==> config.mk <==
export PLATFORM = sky130hd
export DESIGN_NAME = param_processor
export DESIGN_NICKNAME = d
export VERILOG_FILES = /design/src/rtl/proc_pkg.sv /design/src/rtl/proc_reg.sv /design/src/rtl/param_processor.sv
export SDC_FILE = /design/constraint.sdc
export NUM_CORES = 1
export LEC_CHECK = 0
export CELL_PAD_IN_SITES_DETAIL_PLACEMENT = 1
export CELL_PAD_IN_SITES_GLOBAL_PLACEMENT = 1
export CORE_MARGIN = 4
export CORE_UTILIZATION = 53
export CTS_BUF_LIST = sky130_fd_sc_hd__clkbuf_4 sky130_fd_sc_hd__clkbuf_8
export DETAILED_ROUTE_END_ITERATION = 8
export PLACE_DENSITY_LB_ADDON = 0.12
export SYNTH_ARGS = -nofsm -noshare
export SYNTH_HDL_FRONTEND = slang
export SYNTH_SLANG_ARGS = --single-unit
==> constraint.sdc <==
create_clock -name Clock -period 9.5 [get_ports Clock]
set_clock_uncertainty 0.2 [all_clocks]
set_input_delay 0.95 -clock Clock [delete_from_list [all_inputs] [get_ports Clock]]
set_output_delay 0.95 -clock Clock [all_outputs]
set_load 0.005 [all_outputs]
==> src/rtl/proc_pkg.sv <==
// Shared types for the parametrised multi-cycle processor:
// opcode and FSM state encodings, and the internal bus source select.
package proc_pkg;

    localparam int OPW = 3;  // opcode field width at the top of the instruction word

    typedef enum logic [2:0] {
        MV   = 3'b000,
        MVI  = 3'b001,
        ADD  = 3'b010,
        SUB  = 3'b011,
        LD   = 3'b100,
        ST   = 3'b101,
        MVNZ = 3'b110,
        RSVD = 3'b111
    } opcode_t;

    typedef enum logic [1:0] {
        IDLE,
        T1,
        T2,
        T3
    } state_t;

    // Exactly one bus driver per cycle; SEL_NONE parks the bus at zero.
    typedef enum logic [2:0] {
        SEL_NONE,
        SEL_RX,
        SEL_RY,
        SEL_DIN,
        SEL_G
    } bus_sel_t;

endpackage

==> src/rtl/proc_reg.sv <==
// Enable-loaded register, async active-high clear to zero.
module proc_reg #(
    parameter int WIDTH = 16
) (
    input  logic             Clock,
    input  logic             Reset,
    input  logic             En,
    input  logic [WIDTH-1:0] D,
    output logic [WIDTH-1:0] Q
);

    // Load D when enabled; reset wins asynchronously.
    always_ff @(posedge Clock or posedge Reset) begin
        if (Reset) Q <= '0;
        else if (En) Q <= D;
    end

endmodule

==> src/rtl/param_processor.sv <==
// Multi-cycle processor core: mv/mvi/add/sub/ld/st/mvnz with a Run/Done
// handshake and a data-memory port (ADDR/DOUT/W, read data on DIN).
// Optional macro PROC_FLAGS_EN adds a Flags[2:0] = {Z, N, C} output.
module param_processor
    import proc_pkg::*;
#(
    parameter int WIDTH = 16,
    parameter int NREGS = 8
) (
    input  logic             Clock,
    input  logic             Reset,
    input  logic             Run,
    input  logic [WIDTH-1:0] DIN,
    output logic             Done,
    output logic [WIDTH-1:0] BUS,
    output logic [WIDTH-1:0] ADDR,
    output logic [WIDTH-1:0] DOUT,
`ifdef PROC_FLAGS_EN
    output logic [2:0]       Flags,
`endif
    output logic             W
);

    localparam int RBITS = $clog2(NREGS);

    state_t           state_q, state_d;
    bus_sel_t         bus_sel;
    logic [WIDTH-1:0] ir_q, a_q, g_q;
    logic [WIDTH-1:0] r_q [NREGS];
    logic             ir_en, a_en, g_en, addr_en, dout_en, rx_en;
    logic             z_q, is_sub;
    logic [WIDTH:0]   alu;
    logic             unused_bits;
    opcode_t          op;
    logic [RBITS-1:0] rx, ry;

    assign op = opcode_t'(ir_q[WIDTH-1 -: OPW]);
    assign rx = ir_q[WIDTH-1-OPW -: RBITS];
    assign ry = ir_q[WIDTH-1-OPW-RBITS -: RBITS];

    // Instruction LSBs past Ry and the ALU carry (flags-off build) are don't-care.
    assign unused_bits = ^{ir_q, alu};

    // State register.
    always_ff @(posedge Clock or posedge Reset) begin
        if (Reset) state_q <= IDLE;
        else       state_q <= state_d;
    end

    // Next-state, datapath enables, bus select, Done and W decode.
    always_comb begin
        state_d = state_q;
        bus_sel = SEL_NONE;
        ir_en   = 1'b0;
        a_en    = 1'b0;
        g_en    = 1'b0;
        addr_en = 1'b0;
        dout_en = 1'b0;
        rx_en   = 1'b0;
        Done    = 1'b0;
        W       = 1'b0;
        case (state_q)
            IDLE: if (Run) begin
                ir_en   = 1'b1;
                state_d = T1;
            end
            T1: begin
                state_d = IDLE;
                case (op)
                    MV:      begin bus_sel = SEL_RY;  rx_en = 1'b1; Done = 1'b1; end
                    MVI:     begin bus_sel = SEL_DIN; rx_en = 1'b1; Done = 1'b1; end
                    ADD,
                    SUB:     begin bus_sel = SEL_RX;  a_en = 1'b1; state_d = T2; end
                    LD:      begin bus_sel = SEL_RY;  addr_en = 1'b1; state_d = T2; end
                    ST:      begin bus_sel = SEL_RY;  addr_en = 1'b1; dout_en = 1'b1; state_d = T2; end
                    MVNZ:    begin bus_sel = SEL_RY;  rx_en = ~z_q; Done = 1'b1; end
                    default: Done = 1'b1;
                endcase
            end
            T2: begin
                state_d = IDLE;
                case (op)
                    ADD, SUB: begin bus_sel = SEL_RY; g_en = 1'b1; state_d = T3; end
                    LD:       state_d = T3;  // RAM read latency
                    ST:       begin W = 1'b1; Done = 1'b1; end
                    default:  state_d = IDLE;
                endcase
            end
            T3: begin
                state_d = IDLE;
                case (op)
                    ADD, SUB: begin bus_sel = SEL_G;   rx_en = 1'b1; Done = 1'b1; end
                    LD:       begin bus_sel = SEL_DIN; rx_en = 1'b1; Done = 1'b1; end
                    default:  state_d = IDLE;
                endcase
            end
            default: state_d = IDLE;
        endcase
    end

    // Internal bus multiplexer.
    always_comb begin
        case (bus_sel)
            SEL_RX:  BUS = r_q[rx];
            SEL_RY:  BUS = r_q[ry];
            SEL_DIN: BUS = DIN;
            SEL_G:   BUS = g_q;
            default: BUS = '0;
        endcase
    end

    // Subtract as A + ~B + 1 so the carry-out is the NOT-borrow.
    assign is_sub = (op == SUB);
    assign alu    = {1'b0, a_q} + {1'b0, (is_sub ? ~BUS : BUS)} + {{WIDTH{1'b0}}, is_sub};

    proc_reg #(.WIDTH(WIDTH)) u_ir   (.Clock(Clock), .Reset(Reset), .En(ir_en),   .D(DIN),              .Q(ir_q));
    proc_reg #(.WIDTH(WIDTH)) u_a    (.Clock(Clock), .Reset(Reset), .En(a_en),    .D(BUS),              .Q(a_q));
    proc_reg #(.WIDTH(WIDTH)) u_g    (.Clock(Clock), .Reset(Reset), .En(g_en),    .D(alu[WIDTH-1:0]),   .Q(g_q));
    proc_reg #(.WIDTH(WIDTH)) u_addr (.Clock(Clock), .Reset(Reset), .En(addr_en), .D(BUS),              .Q(ADDR));
    proc_reg #(.WIDTH(WIDTH)) u_dout (.Clock(Clock), .Reset(Reset), .En(dout_en), .D(r_q[rx]),          .Q(DOUT));

    for (genvar k = 0; k < NREGS; k++) begin : g_regs
        proc_reg #(.WIDTH(WIDTH)) u_r (
            .Clock(Clock),
            .Reset(Reset),
            .En   (rx_en && (rx == RBITS'(k))),
            .D    (BUS),
            .Q    (r_q[k])
        );
    end

    // Zero flag, updated only when G captures an add/sub result.
    always_ff @(posedge Clock or posedge Reset) begin
        if (Reset)     z_q <= 1'b0;
        else if (g_en) z_q <= (alu[WIDTH-1:0] == '0);
    end

`ifdef PROC_FLAGS_EN
    logic n_q, c_q;

    // Sign and carry flags, captured alongside Z.
    always_ff @(posedge Clock or posedge Reset) begin
        if (Reset) begin
            n_q <= 1'b0;
            c_q <= 1'b0;
        end else if (g_en) begin
            n_q <= alu[WIDTH-1];
            c_q <= alu[WIDTH];
        end
    end

    assign Flags = {z_q, n_q, c_q};
`endif

endmodule

Word-level counts from Yosys, hierarchy flattened
Index checks and enable logic that the tools add are counted.
{"block": "op_classes", "n_addsub": 2, "muxes": 31, "eq_ne": 21, "n_reduce_logical": 18, "bitwise": 4, "n_lt_le_gt_ge": 2}
{"cell": "binary-select mux 16 bit (select 3 bit)", "count": 2}
{"cell": "two-way mux 16 bit", "count": 5}
{"cell": "case mux 16 bit (4 select lines)", "count": 1}
{"cell": "== test 3 bit (second input constant)", "count": 8}
{"cell": "== test 3 x 2 -> 1 bit (second input constant)", "count": 6}
{"cell": "adder 16 x 1 -> 16 bit", "count": 1}
{"cell": "adder 16 bit", "count": 1}
{"cell": "logical NOT 16 bit", "count": 1}
{"cell": "NOT 16 bit", "count": 1}
{"cell": "two-way mux 1 bit", "count": 12}
{"cell": "== test 3 x 1 -> 1 bit (second input constant)", "count": 3}
{"cell": "case mux 3 bit (3 select lines)", "count": 1}
{"cell": ">= comparator 4 bit (second input constant)", "count": 2}
{"cell": "logical AND 1 bit", "count": 8}
{"cell": "two-way mux 2 bit", "count": 4}
{"cell": "NOT 3 -> 4 bit", "count": 2}
{"cell": "case mux 2 bit (4 select lines)", "count": 1}
{"cell": "OR reduction 4 bit", "count": 2}
{"cell": "logical NOT 3 bit", "count": 2}
{"cell": "case mux 2 bit (3 select lines)", "count": 1}
{"cell": "case mux 3 bit (2 select lines)", "count": 1}
{"cell": "OR reduction 2 bit", "count": 3}
{"cell": "== test 2 bit (second input constant)", "count": 2}
{"cell": "case mux 1 bit (2 select lines)", "count": 2}
{"cell": "other kinds (6)", "count": 6}
{"block": "totals", "word_cells": 93, "register_bits": 211, "in_bits": 19}

Depth between registers and ports, before layout
Gate-level depths: netlist (run 1).
{"block": "logic_depth", "depth_word": 11, "ltp_mapped": 21}

Cells and area by module
Synthesis (run 1) repeated with hierarchy kept, for this count alone.
{"block": "unflattened", "hier_cells": 817, "hier_area_um2": 12089.1}
{"module": "proc_reg", "area_per_inst_um2": 653.1, "instances": 13, "seq_area_each_um2": 400.4, "cells_per_inst": 35}
{"module": "param_processor", "area_per_inst_um2": 3598.5, "instances": 1, "seq_area_each_um2": 75.1, "cells_per_inst": 362}

Least setup slack after synthesis (run 1)
Ideal clock, no wire load.
{"block": "synth_path", "path_kind": "reg2reg", "start": "reg u_ir.Q[9]", "end": "reg z_q", "required_time_ns": 9.224, "path_stages_with_launch": 16, "setup_time_ns": 0.076, "arrival_time_ns": 4.503, "slack_ns": 4.721, "period_less_slack_ns": 4.779, "path_buffers": 3, "cell_sequence": "dfrtp_1 > clkbuf_1 > clkbuf_1 > clkbuf_1 > mux4_2 > mux2_2 > a221oi_1 > xor2_1 > ha_1 > and2_1 > and3_1 > a221o_1 > or4_1 > a32oi_1 > nand4_1 > o21ai_1"}
{"block": "synth_via", "elab_chain_len": 10}
{"item": "start: declaration", "line": "proc_reg.sv:9", "rtl": "output logic [WIDTH-1:0] Q"}
{"item": "start signal: assignment", "line": "proc_reg.sv:14", "rtl": "if (Reset) Q <= '0;"}
{"item": "start signal: assignment", "line": "proc_reg.sv:15", "rtl": "else if (En) Q <= D;"}
{"item": "NOT 3 -> 4 bit (implied by the code) (*)", "line": "param_processor.sv:105", "rtl": "SEL_RY: BUS = r_q[ry];"}
{"item": "binary-select mux 16 bit (select 3 bit) (*)", "line": "param_processor.sv:105"}
{"item": "two-way mux 16 bit (implied by the code) (*) (2 in series)", "line": "param_processor.sv:105"}
{"item": "case mux 16 bit (4 select lines) (*)", "line": "param_processor.sv:103", "rtl": "case (bus_sel)"}
{"item": "NOT 16 bit", "line": "param_processor.sv:114", "rtl": "assign alu = {1'b0, a_q} + {1'b0, (is_sub ? ~BUS : BUS)} + {{WIDTH{1'b0}}, is_sub};"}
{"item": "two-way mux 16 bit (*)", "line": "param_processor.sv:114"}
{"item": "adder 16 bit (*)", "line": "param_processor.sv:114"}
{"item": "adder 16 x 1 -> 16 bit (*)", "line": "param_processor.sv:114"}
{"item": "logical NOT 16 bit (*)", "line": "param_processor.sv:135", "rtl": "else if (g_en) z_q <= (alu[WIDTH-1:0] == '0);"}
{"item": "end signal: assignment", "line": "param_processor.sv:135"}
{"item": "end: declaration", "line": "param_processor.sv:31", "rtl": "logic z_q, is_sub;"}
Mark *: on every way between the ends. The rest lies on a longest branch, timed or not. The select of a mux whose other input is x is not followed.
A chain may end at the register's enable or synchronous reset.

Final worst setup path (run 1)
{"block": "layout_path", "start": "reg u_ir.Q[14]", "end": "reg z_q"}
{"block": "layout_via", "elab_chain_len": 11, "word_cells_on_any_way": 25}
{"item": "== test 3 bit, or another cell as far along", "line": "param_processor.sv:69, param_processor.sv:91"}
{"item": "OR reduction 4 bit (no line) or OR reduction 2 bit (tied branches)"}
{"item": "case mux 2 bit (3 select lines), or another cell as far along", "line": "param_processor.sv:69", "rtl": "case (op)"}
{"item": "case mux 3 bit (3 select lines)", "line": "param_processor.sv:62", "rtl": "case (state_q)"}
{"item": "== test 3 bit, or another cell as far along", "line": "param_processor.sv:103"}
{"item": "case mux 16 bit (4 select lines)", "line": "param_processor.sv:103"}
{"item": "NOT 16 bit", "line": "param_processor.sv:114"}
{"item": "two-way mux 16 bit", "line": "param_processor.sv:114"}
{"item": "adder 16 bit", "line": "param_processor.sv:114"}
{"item": "adder 16 x 1 -> 16 bit", "line": "param_processor.sv:114"}
{"item": "logical NOT 16 bit", "line": "param_processor.sv:135"}
Several ways; a longest one is shown, not always the timed one.

==> flow_metrics.py, run 1 <==
metrics = {
    "grt": {
        "overflow": 0,
        "grt_pass1_wl_mm": 52.6,
        "use_met2": 0.484,
        "use_met1": 0.414,
        "grt.busiest_layer": "met2",
        "grtUsageMet3": 0.0557,
        "grt_usage": 0.299,
        "grt_antenna_before_repair": 0,
        "grt_max_degree": 130,
        "grt_pass1_vias": 9363,
    },
    "detailed_routing": {
        "first_pass_iters": 5,
        "num_vias": 8613,
        "viasPerCell": 6.19,
        "routed_wl_mm": 32.5,
        "route.detailed.drc": 0,
        "drtIter0Drc": 519,
        "ant_nets": 0,
        "wire_per_inst_um": 23.4,
    },
    "synthesis": {
        "async_flop_share": 1.00,
        "synth_fp_nets": 1080,
        "synthCells": 1042,
        "synth_area_leaders": "dfrtp_1 47%, mux4_2 13%, o21ai_0 5.5%",
        "yosys_most_used_dff": "dfrtp_1",
        "synth_enable_flop_cells": 0,
        "avgSynthCellArea_um2": 10.4,
        "ys_warn_count": 0,
        "syn_area_um2": 10900,
        "yosysSeqAreaShare": 0.470,
        "synth_cell_types": 53,
        "synth_top_area_frac": 0.470,
        "synth_top_cell_by_area": "dfrtp_1",
        "synth_seq_cells": 204,
    },
    "worst_hold_path": {
        "holdCritStartpoint": "u_addr.Q[13]",
        "min_path_type": "reg -> reg",
    },
    "worst_setup_path": {
        "critPathArrivalTime_ps": 5900,
        "reg2reg_from": "u_ir.Q[14]",
        "critPathKind": "reg -> reg",
        "crit_path_end_kind": "flip-flop",
        "critPathRequiredTime_ps": 9780,
        "worst_setup_path_start_kind": "flip-flop",
        "cp-startpoint": "u_ir.Q[14]",
        "crit_fanout": 17,
    },
    "place": {
        "gp_congestion": 0.899,
        "io_buffer_count": 68,
        "placed_cells": 1324,
        "post-place-ws_ps": 3940,
        "dpl.hpwl_mm": 21.7,
    },
    "floorplanning": {
        "num_io_pins": 69,
        "die_h_um": 151,
        "core_area_um2": 20200,
        "num_rows": 52,
        "start_util": 0.538,
        "dieArea_um2": 22800,
        "die-width_um": 151,
    },
    "cells_and_area": {
        "final_net_count": 1132,
        "fin_cells": 1391,
        "final_core_util": 0.628,
        "diodes": 0,
        "final_cell_mix": "202 x dfrtp_1, 144 x nand2_1, 119 x o21ai_0",
        "layout-drive-gt1-share": 0.186,
        "mostFrequentLayoutCell": "dfrtp_1",
        "syn_to_final_growth_pct": 16.6,
    },
    "sta": {
        "finalWorstSetupSlack_ps": 3880,
        "setup_tns_ps": 0,
        "min_period_ps": 5620,
        "max_freq_mhz": 178,
        "rsz0062_at_grt": "false",
        "slew_viol_final": 0,
        "slew_headroom": 0.179,
        "worst-slew-pin-transition_ps": 1230,
        "setup_viol": 0,
        "finalHoldViolCount": 0,
        "period_share": 0.591,
    },
    "power": {
        "ir_worst_vdd_mv": 0.257,
        "p_comb_frac": 0.557,
        "power_uw": 5760,
        "swShare": 0.431,
        "pwr-share-clk": 0.165,
        "p_int_uw": 3280,
        "p_per_area_nw_per_um2": 455,
        "p_leak_uw": 0.00542,
        "switchingPower_uw": 2480,
        "seqPwrFrac": 0.278,
    },
    "clocking": {
        "clock-root-buffer": "clkbuf_8",
        "cts_tree": "yes",
        "h-tree-depth": 2,
        "cts_hold_buf": 0,
        "ctsResizeCount": 0,
        "path_clk_slew_ps": 70,
        "cts_setup_buffers": 0,
        "cts-buffers-inserted": 38,
        "clockBufferDepth": 3,
        "cts.sinks": 204,
        "clock_latency_ps": 550,
    },
    "status": {
        "status": "complete, no violations",
    },
    "flow_run": {
        "drv_cap": 0,
    },
}
[metrics by stage]
stage | instance area (um2) | hold WS (ps)
final | 12700 | 279
after global routing | 12700 | 321
after CTS | 12700 | 283
after detailed placement | 11800 | 273
after global placement | 11800 | 261
after floorplan | 10900 | 243
[synthesized netlist by cell type (all sizes together) (6+ instances only)]
| library cell | n |
|---|---|
| xor2 | 19 |
| ha | 18 |
| mux4 | 64 |
| a21oi | 92 |
| mux2 | 36 |
| mux2i | 19 |
| a21o | 8 |
| nor3 | 6 |
| clkbuf | 75 |
| dfrtp | 204 |
| inv | 21 |
| a221oi | 16 |
| xnor2 | 6 |
| o21ai | 128 |
| nand3 | 8 |
| nand4 | 6 |
| nor2b | 9 |
| nor2 | 92 |
| nand2 | 144 |
| buf | 12 |
[flip-flops by register name (all words and copies together) (netlist names)]
name and flops:
z_q 1, u_addr.Q 16, g_regs.u_r.Q 128, u_a.Q 16, u_ir.Q 9, state_q 2
u_g.Q 16, u_dout.Q 16
[logic make-up after synthesis]
| logic type | synth area share |
|---|---|
| simple gates | 0.117 |
| buf+inv | 0.0384 |
| compound gates | 0.144 |
| xor+xnor | 0.0202 |
| fa+ha+maj | 0.0226 |
| flops | 0.470 |
| mux | 0.188 |
[cell type report]
| cell class | instances | area, um2 |
|---|---|---|
| multi-input combinational | 730 | 5360 |
| clock buffer | 60 | 763 |
| sequential | 204 | 5110 |
| clock inverter | 7 | 95.1 |
| timing repair buffer | 99 | 913 |
| fill | 2162 | 7510 |
| inverter | 21 | 86.3 |
| tap | 270 | 338 |
[per-layer routing]
| metal | routed length (um) | vias to the layer above | part of all wire |
|---|---|---|---|
| met5 | 0 | - | 0 |
| met4 | 745 | 0 | 0.023 |
| li1 | - | 3843 | - |
| met2 | 15700 | 295 | 0.48 |
| met1 | 13800 | 4408 | 0.43 |
| met3 | 2240 | 67 | 0.069 |
[critical path, cell delays in order (launching register included)]
cell	delay, ps
dfrtp_1	560
inv_1	140
ha_1	270
o31ai_1	430
nand3_1	600
o2111ai_4	770
o21ai_0	230
fa_1	450
a21o_1	170
a21oi_1	210
o21bai_1	160
a21o_1	220
a211oi_1	270
o31ai_1	130
a2111oi_0	410
nand4_1	170
o21ai_1	150
[final timing paths]
path                                       end  slack (ps)  cells after the start
setup reg to reg                           z_q        3880                     16
setup / recovery                           z_q        3880                     16
min in group asynchronous  g_regs[6].u_r.Q[11]         800                      2
hold / removal                    u_addr.Q[13]         280                      2
max in group asynchronous            u_ir.Q[7]        6700                      3
hold reg to reg                   u_addr.Q[13]         280                      2
[power by group through the flow]
stage | clock network, uW | logic, uW | registers [uW]
after detailed placement | 0 | 3150 | 1600
after global routing | 1010 | 3500 | 1650
after CTS | 968 | 3190 | 1600
after floorplan | 0 | 2160 | 1480
final | 950 | 3210 | 1600
after global placement | 0 | 3030 | 1570
Power figures use the tool's default switching activity.
==> run 2, diff against run 1 <==
--- a/config.mk
+++ b/config.mk
@@ -8,7 +8,7 @@
 export CELL_PAD_IN_SITES_DETAIL_PLACEMENT = 1
 export CELL_PAD_IN_SITES_GLOBAL_PLACEMENT = 1
 export CORE_MARGIN = 4
-export CORE_UTILIZATION = 53
+export CORE_UTILIZATION = 44
 export CTS_BUF_LIST = sky130_fd_sc_hd__clkbuf_4 sky130_fd_sc_hd__clkbuf_8
 export DETAILED_ROUTE_END_ITERATION = 8
 export PLACE_DENSITY_LB_ADDON = 0.12
==> constraint.sdc (replaced) <==
create_clock -name Clock -period 4.8 [get_ports Clock]
set_clock_uncertainty 0.2 [all_clocks]
set_input_delay 0.48 -clock Clock [delete_from_list [all_inputs] [get_ports Clock]]
set_output_delay 0.48 -clock Clock [all_outputs]
set_load 0.005 [all_outputs]
==> run 2 against run 1 <==
Global-route usage decreased by 5.0 points. Maximum frequency increased by 22%. Utilization fell by 8.1 points. Clock-buffer cell count shrank 2. Non-clock buffer count is 47 higher. Critical endpoint unchanged. Clock power grew 95%. Total power up 110%. Sequential power up 100%. Largest cell class unchanged. Combinational power rose by 120%. Via count fell by 1.1%. Hold slack worse by 35 ps. Critical path type unchanged. Setup slack got worse by 3700 ps.
==> flow_metrics.py, run 2 (synthesis gave the netlist of run 1 again) <==
metrics = {
    "clocking": {
        "cts-buffers-inserted": 37,
        "clock-root-buffer": "clkbuf_8",
        "clock_latency_ps": 550,
        "cts_hold_buf": 0,
        "clockBufferDepth": 3,
        "h-tree-depth": 2,
        "path_clk_slew_ps": 60,
        "cts.sinks": 204,
        "cts_tree": "yes",
    },
    "sta": {
        "period_share": 0.961,
        "finalHoldViolCount": 0,
        "min_period_ps": 4610,
        "max_freq_mhz": 217,
        "setup_tns_ps": 0,
        "worst-slew-pin-transition_ps": 1010,
        "slew_viol_final": 0,
        "setup_viol": 0,
        "slew_headroom": 0.323,
    },
    "worst_setup_path": {
        "critPathArrivalTime_ps": 4870,
        "worst_setup_path_start_kind": "flip-flop",
        "slowest_delay_ps": 550,
        "crit_family": "compound AO/OA/AOI/OAI gates",
        "cp_num_buf_inv": 2,
        "crit_chain": "inv_1 -> ha_1 -> nor2b_1 -> o31ai_1 -> and3_4 -> buf_12 -> nand2_1 -> o21ai_0 -> a221oi_2 -> xor2_1 -> ha_1 -> a21o_1 -> a21o_1 -> a221o_1 -> or4_1 -> a32oi_1 -> nand4_1 -> o21ai_1",
        "ff2ff_setup_slack_ps": 190,
        "cp-startpoint": "u_ir.Q[15]",
        "crit_path_end_kind": "flip-flop",
        "crit_fanout": 9,
        "r2r_end": "z_q",
        "reg2reg_from": "u_ir.Q[15]",
        "slowest_stage": "or4_1",
        "critPathKind": "reg -> reg",
        "rr_worst_depth": 18,
        "critPathRequiredTime_ps": 5060,
    },
    "power": {
        "ir_worst_vdd_mv": 0.340,
        "p_per_area_nw_per_um2": 900,
        "power_uw": 12000,
        "p_leak_uw": 0.00569,
    },
    "cells_and_area": {
        "final_cell_mix": "199 x dfrtp_1, 144 x nand2_1, 117 x o21ai_0",
        "fin_cells": 1492,
        "largest_register_ffs": 128,
        "largest-register": "g_regs.u_r.Q",
        "syn_to_final_growth_pct": 22.4,
        "diodes": 0,
        "layout-drive-gt1-share": 0.243,
        "final_core_util": 0.547,
        "final_net_count": 1178,
        "fill_cells": 2629,
        "final_area_um2": 13300,
        "seq_area_um2": 5110,
        "mostFrequentLayoutCell": "dfrtp_1",
        "multi_input_area_um2": 5510,
    },
    "floorplanning": {
        "die-width_um": 165,
        "die_h_um": 165,
        "num_io_pins": 69,
        "core_area_um2": 24300,
        "num_rows": 57,
        "start_util": 0.447,
        "dieArea_um2": 27300,
    },
    "grt": {
        "grt_antenna_before_repair": 0,
        "grt_pass1_vias": 9042,
        "grt_max_degree": 150,
        "grt_usage": 0.249,
        "grt_pass1_wl_mm": 52.1,
        "overflow": 0,
    },
    "flow_run": {
        "drv_cap": 0,
    },
    "detailed_routing": {
        "first_pass_iters": 5,
        "ant_nets": 0,
        "drtIter0Drc": 413,
        "viasPerCell": 5.71,
        "routed_wl_mm": 32.8,
        "wire_per_inst_um": 22.0,
        "num_vias": 8521,
        "route.detailed.drc": 0,
    },
    "status": {
        "status": "complete, no violations",
    },
    "place": {
        "placed_cells": 1418,
        "io_buffer_count": 68,
        "dpl_cell_area_um2": 12200,
        "dpl.hpwl_mm": 23.0,
        "gp_congestion": 0.875,
    },
    "worst_hold_path": {
        "min_path_type": "in -> async",
    },
}
==> run 2: changes by cell type in the layout (fill, tap and decap cells not counted), moves of 3 or more <==
cell,delta
a221oi_1,-9
a221oi_2,+8
buf_12,+6
buf_4,+40
clkinv_2,+3
dfrtp_1,-3
mux2i_1,-4
==> run 2: layout make-up <==
| cell class | count | share of cell area |
|---|---|---|
| Clock inverter | 9 | 0.00791 |
| Timing Repair Buffer | 146 | 0.101 |
| Multi-Input combinational cell | 730 | 0.414 |
| Clock buffer | 58 | 0.0553 |
| Tap cell | 324 | 0.0305 |
| Sequential cell | 204 | 0.385 |
| Inverter | 21 | 0.00621 |
==> run 2: worst register-to-register path, stage by stage (launching register included) <==
cell	delay (ps)
dfrtp_2	430
inv_1	80
ha_1	220
nor2b_1	150
o31ai_1	340
and3_4	340
buf_12	130
nand2_1	50
o21ai_0	120
a221oi_2	90
xor2_1	170
ha_1	370
a21o_1	180
a21o_1	190
a221o_1	430
or4_1	550
a32oi_1	210
nand4_1	140
o21ai_1	160
==> run 2: metrics by stage <==
stage	setup WS, ps	hold slack [ps]
6_report	186	243
3_3_place_gp	-63.4	261
2_1_floorplan	20.5	243
4_1_cts	26.8	287
5_1_grt	-27.0	298
3_5_place_dp	-236	273
==> run 2: report_power, final <==
part	switching, uW	internal [uW]	leakage (uW)
logic	3640	3270	0.00286
clock network	762	1090	0.000450
registers	686	2510	0.00238
==> run 2: worst max-delay path by stage <==
stage	slack, ps	end	depth (start not counted)
floorplan	20	z_q	15
global placement	-60	z_q	19
detailed placement	-240	z_q	19
CTS	30	z_q	19
global route	-30	z_q	18
finish	190	z_q	18
==> run 2: routing by layer <==
| metal | track usage | vias to the layer above | wire length (um) |
|---|---|---|---|
| li1 | - | 3929 | - |
| met1 | 0.359 | 4373 | 15300 |
| met2 | 0.396 | 178 | 15500 |
| met3 | 0.0437 | 41 | 1470 |
| met4 | 0.0594 | 0 | 563 |
| met5 | 0 | - | 0 |
==> run 2: timing repair <==
action | in CTS | in global routing
gates cloned | 0 | 0
resized for setup | 8 | 31
buffers inserted | 0 | 7
endpoints found under the setup margin | 2 | 2
pin swaps | 0 | 1
